--- src/rtl/lc3_mem_access_ctrl.sv ---
// LC-3 memory-cycle sequencer: one registered BRAM strobe per access, a WAIT_STATES delay, then a one-cycle R pulse.
// The optional user-mode address check is compiled in when LC3_MEM_ACV_CHECK_EN is defined.
module lc3_mem_access_ctrl #(
  parameter int WAIT_STATES = 1,
  parameter int ADDR_WIDTH  = 16,
  parameter int DATA_WIDTH  = 16
) (
  input  logic                  i_clk,
  input  logic                  i_rst,
  input  logic                  i_MIO_EN,
  input  logic                  i_R_W,
  input  logic [ADDR_WIDTH-1:0] i_MAR,
  input  logic [DATA_WIDTH-1:0] i_MDR,
  input  logic                  i_PSR_15,
  input  logic [DATA_WIDTH-1:0] i_mem_rdata,
  output logic [ADDR_WIDTH-1:0] o_mem_addr,
  output logic [DATA_WIDTH-1:0] o_mem_wdata,
  output logic                  o_mem_we,
  output logic                  o_mem_re,
  output logic [DATA_WIDTH-1:0] o_mem_data,
  output logic                  o_R_Bit,
  output logic                  o_ACV,
  output logic                  o_busy
);

  typedef enum logic [1:0] {
    IDLE   = 2'd0,
    ACCESS = 2'd1,
    WAIT   = 2'd2,
    READY  = 2'd3
  } state_t;

  localparam logic [3:0] WAIT_LOAD = 4'(WAIT_STATES - 1);

  state_t     state_r;
  logic [3:0] cnt_r;
  logic       rw_r;
  logic       req_viol_s;

`ifdef LC3_MEM_ACV_CHECK_EN
  // User mode may only touch 16'h3000..16'hFDFF; system space and device registers are off limits.
  function automatic logic acv_violation(input logic user_mode, input logic [ADDR_WIDTH-1:0] addr);
    return user_mode && ((addr < ADDR_WIDTH'(16'h3000)) || (addr >= ADDR_WIDTH'(16'hFE00)));
  endfunction

  assign req_viol_s = acv_violation(i_PSR_15, i_MAR);
`else
  logic unused_psr_15;
  assign unused_psr_15 = i_PSR_15;
  assign req_viol_s    = 1'b0;
`endif

  // Access sequencer: every output is loaded here, so all of them are registered.
  always_ff @(posedge i_clk or negedge i_rst) begin
    if (!i_rst) begin
      state_r     <= IDLE;
      cnt_r       <= 4'd0;
      rw_r        <= 1'b0;
      o_mem_addr  <= '0;
      o_mem_wdata <= '0;
      o_mem_we    <= 1'b0;
      o_mem_re    <= 1'b0;
      o_mem_data  <= '0;
      o_R_Bit     <= 1'b0;
      o_ACV       <= 1'b0;
      o_busy      <= 1'b0;
    end else begin
      case (state_r)
        IDLE: begin
          o_mem_we <= 1'b0;
          o_mem_re <= 1'b0;
          o_R_Bit  <= 1'b0;
          o_ACV    <= 1'b0;
          if (i_MIO_EN) begin
            o_busy <= 1'b1;
            if (req_viol_s) begin
              // Refused access: skip the RAM entirely and answer at once.
              o_R_Bit <= 1'b1;
              o_ACV   <= 1'b1;
              state_r <= READY;
            end else begin
              o_mem_addr  <= i_MAR;
              o_mem_wdata <= i_MDR;
              rw_r        <= i_R_W;
              o_mem_we    <= i_R_W;
              o_mem_re    <= ~i_R_W;
              state_r     <= ACCESS;
            end
          end else begin
            o_busy  <= 1'b0;
            state_r <= IDLE;
          end
        end
        ACCESS: begin
          o_mem_we <= 1'b0;
          o_mem_re <= 1'b0;
          cnt_r    <= WAIT_LOAD;
          state_r  <= WAIT;
        end
        WAIT: begin
          if (cnt_r != 4'd0) begin
            cnt_r <= cnt_r - 4'd1;
          end else begin
            if (!rw_r) begin
              o_mem_data <= i_mem_rdata;
            end else begin
              o_mem_data <= o_mem_data;
            end
            o_R_Bit <= 1'b1;
            state_r <= READY;
          end
        end
        READY: begin
          // Always pass through IDLE so the microsequencer has left its wait state first.
          o_R_Bit <= 1'b0;
          o_ACV   <= 1'b0;
          o_busy  <= 1'b0;
          state_r <= IDLE;
        end
        default: begin
          o_mem_we <= 1'b0;
          o_mem_re <= 1'b0;
          o_R_Bit  <= 1'b0;
          o_ACV    <= 1'b0;
          o_busy   <= 1'b0;
          state_r  <= IDLE;
        end
      endcase
    end
  end

endmodule

--- config.mk ---
export PLATFORM = sky130hd
export DESIGN_NAME = lc3_mem_access_ctrl
export DESIGN_NICKNAME = d
export VERILOG_FILES = /design/src/rtl/lc3_mem_access_ctrl.sv
export SDC_FILE = /design/constraint.sdc
export NUM_CORES = 1
export LEC_CHECK = 0
export CAP_MARGIN = 20
export CORE_MARGIN = 4
export CORE_UTILIZATION = 39
export CTS_BUF_LIST = sky130_fd_sc_hd__clkbuf_4 sky130_fd_sc_hd__clkbuf_8
export CTS_CLUSTER_SIZE = 10
export DETAILED_ROUTE_END_ITERATION = 10
export GPL_ROUTABILITY_DRIVEN = 0
export HOLD_SLACK_MARGIN = 0.1
export PLACE_DENSITY = 0.78
export SLEW_MARGIN = 10
export SYNTH_ARGS = -nofsm -noshare
export SYNTH_HDL_FRONTEND = slang
export SYNTH_SLANG_ARGS = --single-unit
--- constraint.sdc ---
create_clock -name i_clk -period 1.49 [get_ports i_clk]
set_input_delay 0.298 -clock i_clk [delete_from_list [all_inputs] [get_ports i_clk]]
set_output_delay 0.298 -clock i_clk [all_outputs]
set_load 0.02 [all_outputs]
==> results of run 1 <==
[power breakdown]
| part | leakage (nW) | internal [mW] | total, mW | switching (mW) |
|---|---|---|---|---|
| logic | 1.05 | 2.10 | 4.11 | 2.02 |
| clock network | 0.103 | 0.827 | 1.43 | 0.602 |
| registers | 0.708 | 2.38 | 2.72 | 0.347 |
[Yosys cell counts]
master / count
buf_2: 3
ha_1: 6
buf_6: 1
mux2i_1: 3
buf_1: 1
nor2b_1: 2
a21oi_1: 2
dfrtp_1: 59
nor2_1: 2
nor2_2: 1
nand4b_4: 1
nand2b_1: 2
o22ai_1: 1
buf_4: 1
nand3_1: 2
nor3_1: 1
nand2b_2: 1
mux2_4: 10
o211ai_1: 1
o21ai_0: 2
nand4b_1: 1
mux2_2: 40
a22o_1: 2
nor3b_4: 1
inv_1: 5
conb_1: 1
nand2_1: 7
a211oi_1: 1
[how the worst min path moves through the flow]
| stage | depth (start not counted) | slack, ns | end |
|---|---|---|---|
| 6_report | 3 | 0.49 | o_mem_data[10] |
| 5_1_grt | 1 | 0.51 | o_mem_data[2] |
| 4_1_cts | 3 | 0.50 | o_mem_data[0] |
| 3_5_place_dp | 2 | 0.33 | o_mem_data[0] |
| 3_3_place_gp | 2 | 0.33 | o_mem_data[0] |
| 2_1_floorplan | 0 | 0.002 | cnt_r[0] |
[area by class of cell]
| cell class | instances | area (sq um) |
|---|---|---|
| clock buffers | 11 | 145 |
| inverters | 5 | 18.8 |
| multi-input cells | 90 | 938 |
| fillers | 463 | 2060 |
| flip-flops and latches | 59 | 1480 |
| repair buffers | 125 | 1200 |
| clock inverters | 5 | 52.6 |
| well taps | 75 | 93.8 |
[layer usage]
metal  part of all wire (%)  vias up  global-route usage [%]
met5                      0        -                       0
met4                    1.3        0                    5.44
met3                    9.8        8                    6.24
met2                     47       67                    23.1
met1                     42      825                    18.1
li1                       -      816                       -
[cell families (layout without fill, tap and decap cells)]
kind of cell               Yosys count  count (layout)  share of synthesized area (%)
adders and majority gates            6               6                           3.08
other                                1               1                          0.154
buffers and inverters               11             146                           2.31
DFF                                 59              59                           60.5
AOI/OAI and AO/OA                    9               9                           2.41
muxes                               53              53                           25.8
and+or+nand+nor                     21              21                           5.74
[tightest hold or removal path, cell delays in order]
cell           delay [ns]
dlygate4sd3_1        0.51
buf_2                0.12
buf_12               0.28
[sequential cells by signal, summed over array words and instances, names as in the netlist]
register / count
cnt_r: 4
o_R_Bit: 1
o_busy: 1
o_mem_addr: 16
o_mem_data: 16
o_mem_re: 1
o_mem_wdata: 16
o_mem_we: 1
rw_r: 1
state_r: 2
[through the flow]
stage	util, %	total power, mW
after CTS	64.4	8.25
after global placement	61.9	7.23
after detailed placement	61.9	7.33
final	65.6	8.27
after global routing	65.6	8.82
after floorplan	-	5.18
[repair_timing]
action,in CTS,in global routing
gates cloned,0,1
hold buffers,1,0
endpoints found under the setup margin,60,53
pin swaps,0,2
setup buffers,0,4
hold endpoints to repair,59,0
resized for setup,53,9
==> results.cfg, run 1 <==
[run_status]
outcome = completed

[placement]
dp.cells = 348
portBuffers = 103
placed_cell_area_sq_mm = 0.00371
hpwlAfterDp_um = 3860
dp_slack_ns = -0.103

[global_routing]
antenna_found_initial = 0
grt_first_pass_wirelength_um = 8570
grt_pass1_vias = 1800
grt_max_degree = 60
gr-total-overflow = 0
grtUsageTotal_pct = 14.7

[timing]
worst_hold_slack_ns = 0.490
finalCritPeriodShare_pct = 96.9
period_needed_ns = 1.44
setup_viol = 0
slew_violations = 0
finClkSkew_ns = 0.00551
tns_ns = 0
rsz0062_at_grt = yes
hold_viol_final = 0
fmax_mhz = 693
setup_slack_ns = 0.0461

[detailed_routing]
viasPerCell = 4.64
routed_wl_um = 5510
first_iter_violations = 44
firstDrtPassIters = 4
ant_nets = 0
drc = 0
via_count = 1716
post_drt_wl_per_cell_um = 14.9

[yosys]
synth_nets = 219
synth_area_per_cell_sq_um = 15.3
netlist.area_leader.share_pct = 60.5
synth_cell_types = 28
synth_top_cell_by_area = dfrtp_1
syn_area_sq_mm = 0.00244
synth_seq_area_share_pct = 60.5
yosysWarningCount = 0
ys_ff_latch = 59
synth.area.top_cells = dfrtp_1, mux2_2, mux2_4
syn_inst = 160

[floorplanning]
die_x_um = 87.1
start_util_pct = 40.7
core_sq_mm = 0.00599
rows = 28
die_h_um = 87.1
die_area_sq_mm = 0.00759
boundaryPins = 106

[clock_network]
clk_transition_reported_paths_ns = 0.07
cts_tree = built
worstSkewPairLatency_ns = 0.33
cts_buffers = 9
clk_path_buf_depth = 2
clock_sinks = 59
root_buffer = clkbuf_8
htree_levels = 3

[setup_path]
reg2reg_to = o_mem_data[14]
critPathMaxFanout = 8
crit_cells = 5
ff2ff_setup_slack_ns = 0.05
crit_path_end = o_mem_data[14]
reg2regPathDepth = 5
worst-path-buf-inv = 2
path_class = reg2reg
rr_startpoint = state_r[0]
critPathSlowestCell = dfrtp_1
slowest_delay_ns = 0.39
start_kind = register
crit_family = flip-flops
crit_start = state_r[0]
crit_arrival_ns = 1.65
crit_path_cell_trace = inv_2 -> ha_2 -> nand4b_4 -> buf_12 -> mux2_4
worstPathRequired_ns = 1.70
crit_path_end_kind = register

[finish]
final_common_cell = dfrtp_1
final_cells = 370
final_cell_mix = dfrtp_1, dlygate4sd2_1, clkdlybuf4s50_1
syn2layout_area_growth_pct = 60.9
n_antenna_cell = 0
layout-drive-gt1-share_pct = 33.6
nets = 349
final_cell_area_sq_mm = 0.00393

[power]
power_density_mw_per_mm2 = 2100
p_leak_nw = 1.86
peakVddDrop_v = 0.00117

[job]
cap_viol_max_count = 0

[hold_path]
hp-class = in2async
Power figures use the tool's default switching activity.
==> inputs of run 2 (changes only) <==
--- a/config.mk
+++ b/config.mk
@@ -9,7 +9,7 @@
 export CORE_MARGIN = 4
 export CORE_UTILIZATION = 39
 export CTS_BUF_LIST = sky130_fd_sc_hd__clkbuf_4 sky130_fd_sc_hd__clkbuf_8
-export CTS_CLUSTER_SIZE = 10
+export CTS_CLUSTER_SIZE = 25
 export DETAILED_ROUTE_END_ITERATION = 10
 export GPL_ROUTABILITY_DRIVEN = 0
 export HOLD_SLACK_MARGIN = 0.1
==> results of run 2 <==
No change in the layout: final DEF, timing and power equal those of run 1.
